### config.mk
export PLATFORM = sky130hd
export DESIGN_NAME = branch_resolve_unit_flat
export DESIGN_NICKNAME = d
export VERILOG_FILES = /design/src/rtl/branch_resolve_unit_if.sv /design/src/rtl/branch_resolve_unit.sv /design/src/flat_wrapper.sv
export SDC_FILE = /design/constraint.sdc
export NUM_CORES = 1
export LEC_CHECK = 0
export CORE_MARGIN = 8
export CORE_UTILIZATION = 49
export DETAILED_ROUTE_END_ITERATION = 16
export GPL_ROUTABILITY_DRIVEN = 0
export PLACE_DENSITY = 0.76
export SLEW_MARGIN = 20
export SYNTH_ARGS = -nofsm -noshare
export SYNTH_HDL_FRONTEND = slang
export SYNTH_SLANG_ARGS = --single-unit
### constraint.sdc
create_clock -name clk -period 7 [get_ports clk]
set_input_delay 1.4 -clock clk [delete_from_list [all_inputs] [get_ports clk]]
set_output_delay 1.4 -clock clk [all_outputs]
set_load 0.05 [all_outputs]
### src/rtl/branch_resolve_unit_if.sv
// ---------------------------------------------------------------------------
// branch_resolve_unit_if
//   Bundles the decode-side handshake, the operand read/valid handshake and
//   the redirect result of branch_resolve_unit.
//
//   master : decode / register-file side (offers instructions and operands)
//   slave  : branch_resolve_unit
//
//   instr_valid/instr_ready  instruction handshake, br_op one-hot opcode
//   pc, imm                  PC and sign-extended immediate of the offer
//   rs1_read/rs2_read        operand requests while waiting
//   rs1_valid/rs2_valid      operand qualifiers, rs1_value/rs2_value data
//   done, pc_j_valid         one-cycle result pulse and taken redirect
//   next_pc, link_value      resolved PC and return address
//   link_valid, misaligned   write-back enable and misalignment flag
//   timeout                  one-cycle abort pulse
//   is_compressed            only with BRANCH_RVC_EN defined
// ---------------------------------------------------------------------------
interface branch_resolve_unit_if #(
    parameter int XLEN = 32
);
    logic            instr_valid;
    logic            instr_ready;
    logic [7:0]      br_op;
    logic [XLEN-1:0] pc;
    logic [XLEN-1:0] imm;
`ifdef BRANCH_RVC_EN
    logic            is_compressed;
`endif
    logic            rs1_read;
    logic            rs2_read;
    logic            rs1_valid;
    logic            rs2_valid;
    logic [XLEN-1:0] rs1_value;
    logic [XLEN-1:0] rs2_value;
    logic            done;
    logic            pc_j_valid;
    logic [XLEN-1:0] next_pc;
    logic [XLEN-1:0] link_value;
    logic            link_valid;
    logic            misaligned;
    logic            timeout;

    modport master (
`ifdef BRANCH_RVC_EN
        output is_compressed,
`endif
        output instr_valid, br_op, pc, imm,
        output rs1_valid, rs2_valid, rs1_value, rs2_value,
        input  instr_ready, rs1_read, rs2_read,
        input  done, pc_j_valid, next_pc, link_value, link_valid,
        input  misaligned, timeout
    );

    modport slave (
`ifdef BRANCH_RVC_EN
        input  is_compressed,
`endif
        input  instr_valid, br_op, pc, imm,
        input  rs1_valid, rs2_valid, rs1_value, rs2_value,
        output instr_ready, rs1_read, rs2_read,
        output done, pc_j_valid, next_pc, link_value, link_valid,
        output misaligned, timeout
    );
endinterface

### src/rtl/branch_resolve_unit.sv
// ---------------------------------------------------------------------------
// branch_resolve_unit
//   Resolves one decoded branch/jump at a time between decode and the fetch
//   PC mux. Flow: IDLE (accept) -> WAIT (fetch operands, bounded) ->
//   RESOLVE (compare, form targets) -> IDLE with a one-cycle done pulse.
//
// Parameters
//   XLEN          datapath, PC and immediate width
//   WAIT_TIMEOUT  WAIT cycles before the operand fetch is abandoned (>=1)
//   TCNT_W        wait counter width, must hold WAIT_TIMEOUT
//
// Ports
//   clk, rst      clock, synchronous active-high reset
//   bus           branch_resolve_unit_if.slave (handshakes and results)
//
// Optional feature macro: BRANCH_RVC_EN
//   Adds bus.is_compressed: fall-through/link become pc+2 and only
//   target[0] counts as misaligned.
// ---------------------------------------------------------------------------
module branch_resolve_unit #(
    parameter int XLEN         = 32,
    parameter int WAIT_TIMEOUT = 16,
    parameter int TCNT_W       = 5
) (
    input  logic                 clk,
    input  logic                 rst,
    branch_resolve_unit_if.slave bus
);

    typedef enum logic [1:0] {
        S_IDLE    = 2'd0,
        S_WAIT    = 2'd1,
        S_RESOLVE = 2'd2
    } state_t;

    state_t              state;
    state_t              state_next;
    logic [TCNT_W-1:0]   cnt;
    logic [TCNT_W-1:0]   cnt_next;
    logic                accept;
    logic                capture;
    logic                tmo;

    logic [7:0]          op_p0;
    logic [XLEN-1:0]     pc_p0;
    logic [XLEN-1:0]     imm_p0;
`ifdef BRANCH_RVC_EN
    logic                rvc_p0;
`endif
    logic signed [XLEN-1:0] rs1_p1;
    logic signed [XLEN-1:0] rs2_p1;

    logic                need_rs1;
    logic                need_rs2;
    logic                operands_ok;
    logic                is_jump;
    logic                taken;
    logic                mis;
    logic [XLEN-1:0]     step;
    logic [XLEN-1:0]     target;
    logic [XLEN-1:0]     fall_through;

    // Condition evaluation for the six conditional branches (op bits 0..5).
    function automatic logic branch_taken(
        input logic [5:0]             op,
        input logic signed [XLEN-1:0] a,
        input logic signed [XLEN-1:0] b
    );
        logic eq;
        logic lt;
        logic ltu;
        eq  = (a == b);
        lt  = (a < b);
        ltu = ($unsigned(a) < $unsigned(b));
        return (op[0] & eq)  | (op[1] & ~eq) |
               (op[2] & lt)  | (op[3] & ~lt) |
               (op[4] & ltu) | (op[5] & ~ltu);
    endfunction

    // JAL (bit 6) needs no operand; JALR (bit 7) only rs1.
    assign need_rs1    = (|op_p0[5:0]) | op_p0[7];
    assign need_rs2    = |op_p0[5:0];
    assign operands_ok = (~need_rs1 | bus.rs1_valid) & (~need_rs2 | bus.rs2_valid);

    always_ff @(posedge clk) begin
        if (rst) begin
            state <= S_IDLE;
            cnt   <= '0;
        end else begin
            state <= state_next;
            cnt   <= cnt_next;
        end
    end

    always_comb begin
        state_next      = state;
        cnt_next        = cnt;
        accept          = 1'b0;
        capture         = 1'b0;
        tmo             = 1'b0;
        bus.instr_ready = 1'b0;
        bus.rs1_read    = 1'b0;
        bus.rs2_read    = 1'b0;
        case (state)
            S_IDLE: begin
                bus.instr_ready = 1'b1;
                if (bus.instr_valid && $onehot(bus.br_op)) begin
                    accept     = 1'b1;
                    cnt_next   = '0;
                    state_next = S_WAIT;
                end
            end
            S_WAIT: begin
                bus.rs1_read = need_rs1;
                bus.rs2_read = need_rs2;
                if (operands_ok) begin
                    capture    = 1'b1;
                    state_next = S_RESOLVE;
                end else if (cnt + TCNT_W'(1) == TCNT_W'(WAIT_TIMEOUT)) begin
                    tmo        = 1'b1;
                    state_next = S_IDLE;
                end else begin
                    cnt_next = cnt + TCNT_W'(1);
                end
            end
            S_RESOLVE: begin
                state_next = S_IDLE;
            end
            default: begin
                state_next = S_IDLE;
            end
        endcase
    end

    // ---- stage p0: instruction capture at accept ----
    always_ff @(posedge clk) begin
        if (rst) begin
            op_p0  <= '0;
`ifdef BRANCH_RVC_EN
            rvc_p0 <= 1'b0;
`endif
        end else if (accept) begin
            op_p0  <= bus.br_op;
`ifdef BRANCH_RVC_EN
            rvc_p0 <= bus.is_compressed;
`endif
        end
    end

    always_ff @(posedge clk) begin
        if (accept) begin
            pc_p0  <= bus.pc;
            imm_p0 <= bus.imm;
        end
    end

    // ---- stage p1: operand capture leaving WAIT ----
    always_ff @(posedge clk) begin
        if (capture) begin
            rs1_p1 <= bus.rs1_value;
            rs2_p1 <= bus.rs2_value;
        end
    end

    // ---- stage p2: resolve and register the redirect ----
    assign is_jump = op_p0[6] | op_p0[7];
    assign taken   = is_jump | branch_taken(op_p0[5:0], rs1_p1, rs2_p1);
    assign target  = op_p0[7] ? (($unsigned(rs1_p1) + imm_p0) & ~XLEN'(1))
                              : (pc_p0 + imm_p0);
`ifdef BRANCH_RVC_EN
    assign step    = rvc_p0 ? XLEN'(2) : XLEN'(4);
    assign mis     = taken & target[0];
`else
    assign step    = XLEN'(4);
    assign mis     = taken & target[1];
`endif
    assign fall_through = pc_p0 + step;

    always_ff @(posedge clk) begin
        if (rst) begin
            bus.done       <= 1'b0;
            bus.pc_j_valid <= 1'b0;
            bus.misaligned <= 1'b0;
            bus.link_valid <= 1'b0;
            bus.timeout    <= 1'b0;
            bus.next_pc    <= '0;
            bus.link_value <= '0;
        end else begin
            bus.done       <= 1'b0;
            bus.pc_j_valid <= 1'b0;
            bus.misaligned <= 1'b0;
            bus.link_valid <= 1'b0;
            bus.timeout    <= tmo;
            if (state == S_RESOLVE) begin
                bus.done       <= 1'b1;
                bus.pc_j_valid <= taken & ~mis;
                bus.misaligned <= mis;
                bus.link_valid <= is_jump & ~mis;
                bus.next_pc    <= taken ? target : fall_through;
                if (is_jump) begin
                    bus.link_value <= fall_through;
                end
            end
        end
    end

endmodule
### src/flat_wrapper.sv
// flat-port wrapper written by rule: the top's interface ports become plain ports
module branch_resolve_unit_flat 
#(
    parameter int XLEN         = 32,
    parameter int WAIT_TIMEOUT = 16,
    parameter int TCNT_W       = 5
)
  (clk, rst, bus_instr_valid, bus_br_op, bus_pc, bus_imm, bus_rs1_valid, bus_rs2_valid, bus_rs1_value, bus_rs2_value, bus_instr_ready, bus_rs1_read, bus_rs2_read, bus_done, bus_pc_j_valid, bus_next_pc, bus_link_value, bus_link_valid, bus_misaligned, bus_timeout);
  branch_resolve_unit_if #(.XLEN(XLEN)) bus_i ();
  input  logic clk;
  input  logic rst;
  input wire logic [$bits(bus_i.instr_valid)-1:0] bus_instr_valid;
  input wire logic [$bits(bus_i.br_op)-1:0] bus_br_op;
  input wire logic [$bits(bus_i.pc)-1:0] bus_pc;
  input wire logic [$bits(bus_i.imm)-1:0] bus_imm;
  input wire logic [$bits(bus_i.rs1_valid)-1:0] bus_rs1_valid;
  input wire logic [$bits(bus_i.rs2_valid)-1:0] bus_rs2_valid;
  input wire logic [$bits(bus_i.rs1_value)-1:0] bus_rs1_value;
  input wire logic [$bits(bus_i.rs2_value)-1:0] bus_rs2_value;
  output wire logic [$bits(bus_i.instr_ready)-1:0] bus_instr_ready;
  output wire logic [$bits(bus_i.rs1_read)-1:0] bus_rs1_read;
  output wire logic [$bits(bus_i.rs2_read)-1:0] bus_rs2_read;
  output wire logic [$bits(bus_i.done)-1:0] bus_done;
  output wire logic [$bits(bus_i.pc_j_valid)-1:0] bus_pc_j_valid;
  output wire logic [$bits(bus_i.next_pc)-1:0] bus_next_pc;
  output wire logic [$bits(bus_i.link_value)-1:0] bus_link_value;
  output wire logic [$bits(bus_i.link_valid)-1:0] bus_link_valid;
  output wire logic [$bits(bus_i.misaligned)-1:0] bus_misaligned;
  output wire logic [$bits(bus_i.timeout)-1:0] bus_timeout;
  assign bus_i.instr_valid = bus_instr_valid;
  assign bus_i.br_op = bus_br_op;
  assign bus_i.pc = bus_pc;
  assign bus_i.imm = bus_imm;
  assign bus_i.rs1_valid = bus_rs1_valid;
  assign bus_i.rs2_valid = bus_rs2_valid;
  assign bus_i.rs1_value = bus_rs1_value;
  assign bus_i.rs2_value = bus_rs2_value;
  assign bus_instr_ready = bus_i.instr_ready;
  assign bus_rs1_read = bus_i.rs1_read;
  assign bus_rs2_read = bus_i.rs2_read;
  assign bus_done = bus_i.done;
  assign bus_pc_j_valid = bus_i.pc_j_valid;
  assign bus_next_pc = bus_i.next_pc;
  assign bus_link_value = bus_i.link_value;
  assign bus_link_valid = bus_i.link_valid;
  assign bus_misaligned = bus_i.misaligned;
  assign bus_timeout = bus_i.timeout;
  branch_resolve_unit #(.XLEN(XLEN), .WAIT_TIMEOUT(WAIT_TIMEOUT), .TCNT_W(TCNT_W)) u_core (.clk(clk), .rst(rst), .bus(bus_i));
endmodule
==> flow_summary.toml <==
[synthesis]
yosysTopAreaCellShare_pct = 31.4
synthArstFlopShare_pct = 0
yosys-top-cells-area = "edfxtp_1, dfxtp_1, ha_1"
syn_area_per_cell_um2 = 9.80
syn-cell-area_mm2 = 0.0122
synth_most_common_cell = "edfxtp_1"
yosys_warnings = 0
yosysTopAreaCell = "edfxtp_1"
ys_types = 75
synth_ff_type = "edfxtp_1"
syn_nets = 1495
netlist_instances = 1247
synth-seq-cells = 212
netlist_top_cells_count = "edfxtp_1, nor2_1, nand2_1"
seq_area_frac_synth_pct = 45.2
synth-edff-count = 128

[floorplanning]
io_pins = 213
die_width_um = 174
row_count = 58
start_util_pct = 49.2
fp.dieH_um = 174
die_area_mm2 = 0.0303
core_area_mm2 = 0.0248

[worst_setup_path]
critical_path_class = "in -> reg"
cpMaxStageDelayCell = "inv_2"
slowest_delay_ps = 640
crit_arrival_ps = 5320
path_cells = "clkdlybuf4s50_1 -> ha_1 -> inv_1 -> fa_1 -> inv_1 -> fa_1 -> ha_1 -> fa_1 -> nor3_1 -> nand4_1 -> inv_2 -> buf_12"
cp_top_family = "adder cells"
r2r_start = "u_core.rs1_p1[31]$_DFFE_PP_"
cpMostUsedCell = "fa_1"
worstSetupEndpointType = "register"
crit_fanout = 46
startpoint = "bus_br_op[4]"
worst-path-buf-inv = 5
required_ps = 7190
startpoint_type = "input pin"

[outcome]
status = "complete, no violations"

[sta]
tightest_slew_ps = 1090
timing.max_slew.rel_slack_pct = 27.4
maxSlewViolCount = 0
fin_crit_ps = 5130
fin_ws_ps = 1870
final.setup.tns_ps = 0
fin_skew_ps = 10.7
timing.fmax_mhz = 195
finalCritPeriodShare_pct = 73.2
finalHoldViolations = 0
whs_ps = 462
rsz0062_at_grt = "false"
setup_viol = 0

[finish]
final_layout_size_suffix_gt1_share_pct = 4.16
area.growth.synth_to_final_pct = 26.1
diodes = 0
finalNetCount = 1696
stdcell_count = 1796

[power]
power_density_mw_per_mm2 = 246
power_uw = 3800
ir_drop_v = 0.000176
p_leak_uw = 0.00574

[run]
cap_violations = 0

[clocking]
clockBufferDepth = 3
hold_buffers = 0
clock-sinks = 212
tritoncts = "done"
cts_buffers = 24
cts_root_buf = "clkbuf_16"
cts.clk_slew.worst_paths_ps = 60
post_cts.repair.setup_buffers = 0
clk_latency_ps = 520
htreeDepth = 1
cts_resized = 0

[grt]
antenna_found_initial = 0
grt_remaining_overflow = 0
grt_pass1_wl_um = 52900
grt_pass1_vias = 10000
grt_max_degree = 65
track_usage_pct = 21.6

[detailed_routing]
drtAntennaViolNets = 0
wl_per_cell_um = 18.9
drt_iter0_drc = 1056
finalWirelength_um = 34000
drc = 0
vias_per_cell = 5.74
firstDrtPassIters = 5
vias = 10300

[placement]
dp_slack_ps = 1400
place_inst = 1752
dpl.hpwl_um = 26300
portBuffers = 212

[min_path]
min_path_type = "reg -> reg"
worstHoldStart = "u_core.bus.link_value[26]$_SDFFE_PP0P_"
[worst reg2reg max path: stages (launching register included)]
cell and delay, ps:
edfxtp_1 430, ha_1 400, nand2_1 130, nor4_2 410, a21oi_1 200, a31oi_2 310
o21bai_1 170, a221oi_4 300, buf_4 480, nand2b_1 660, o31ai_1 150, a221o_1 270
[cell type report]
type	instances	area [um2]
Sequential cell	212	5530
Multi-Input combinational cell	929	6290
Inverter	61	229
Fill cell	2082	9400
Tap cell	330	413
Clock inverter	12	105
Clock buffer	32	662
Timing Repair Buffer	220	2190
[where the power goes]
group	total, uW	internal, uW	switching [uW]
logic	1070	434	633
registers	1510	1430	80.6
clock network	1220	733	486
total	3800	2600	1200
[kinds of logic (layout without fill, tap and decap cells)]
family / count (synthesis) / count (layout) / share of synthesized area [%]
AO/OA/AOI/OAI: 344 / 344 / 18.6
XOR/XNOR: 72 / 72 / 5.16
flip-flops: 212 / 212 / 45.2
adder cells (fa/ha/maj): 107 / 107 / 11.3
AND/OR/NAND/NOR: 392 / 392 / 15.0
multiplexers: 14 / 14 / 1.17
buffers and inverters: 106 / 325 / 3.50
[routing by layer]
layer,part of all wire (%),track usage [%]
met5,0,0
met4,2.2,5.91
met3,9.5,3.82
met2,43,32.9
met1,45,30.9
[layout by cell type (no fill, tap or decap), types with 5 or more instances in the layout]
| master | Yosys | layout |
|---|---|---|
| a22o_1 | 6 | 6 |
| nand3_1 | 48 | 48 |
| ha_1 | 101 | 101 |
| a21oi_1 | 101 | 101 |
| inv_1 | 59 | 59 |
| a31oi_1 | 8 | 8 |
| xnor2_1 | 37 | 37 |
| o21ai_0 | 66 | 66 |
| mux2i_1 | 12 | 12 |
| and2_1 | 10 | 9 |
| nand2_1 | 110 | 110 |
| nor2b_1 | 12 | 12 |
| nor2_1 | 115 | 114 |
| buf_4 | 3 | 7 |
| o211ai_1 | 16 | 16 |
| fa_1 | 6 | 6 |
| and3_1 | 15 | 15 |
| clkbuf_16 | 0 | 25 |
| a211o_1 | 5 | 5 |
| nor3_1 | 20 | 20 |
| o221ai_1 | 5 | 5 |
| clkdlybuf4s50_1 | 0 | 211 |
| nand2b_1 | 14 | 13 |
| nand4_1 | 21 | 21 |
| clkinv_1 | 2 | 7 |
| xor2_1 | 35 | 35 |
| o21a_1 | 12 | 12 |
| or3_1 | 6 | 6 |
| dfxtp_1 | 84 | 84 |
| a211oi_1 | 35 | 35 |
| o21bai_1 | 5 | 5 |
| edfxtp_1 | 128 | 128 |
| a21o_1 | 23 | 23 |
| clkbuf_1 | 37 | 6 |
[state kept, by name, summed over array words and instances, names as in the netlist]
signal                 count
u_core.rs2_p1             32
u_core.bus.pc_j_valid      1
u_core.state               2
u_core.bus.link_value     32
u_core.bus.timeout         1
u_core.pc_p0              32
u_core.op_p0               8
u_core.bus.misaligned      1
u_core.imm_p0             32
u_core.bus.next_pc        32
u_core.bus.link_valid      1
u_core.cnt                 5
u_core.bus.done            1
u_core.rs1_p1             32
[stage by stage]
stage,area (um2),util [%]
floorplan,12200,-
global placement,14600,59.0
detailed placement,14600,59.0
CTS,15400,62.1
global route,15400,62.1
finish,15400,62.1
[final timing paths]
| path | to | slack, ps | cells past startpoint |
|---|---|---|---|
| max | u_core.pc_p0[29]$_DFFE_PP_ | 1870 | 12 |
| min | u_core.bus.link_value[26]$_SDFFE_PP0P_ | 460 | 2 |
| max reg2reg | u_core.bus.next_pc[26]$_SDFFE_PP0P_ | 2960 | 11 |
| min reg2reg | u_core.bus.link_value[26]$_SDFFE_PP0P_ | 460 | 2 |
Power figures use the tool's default switching activity.
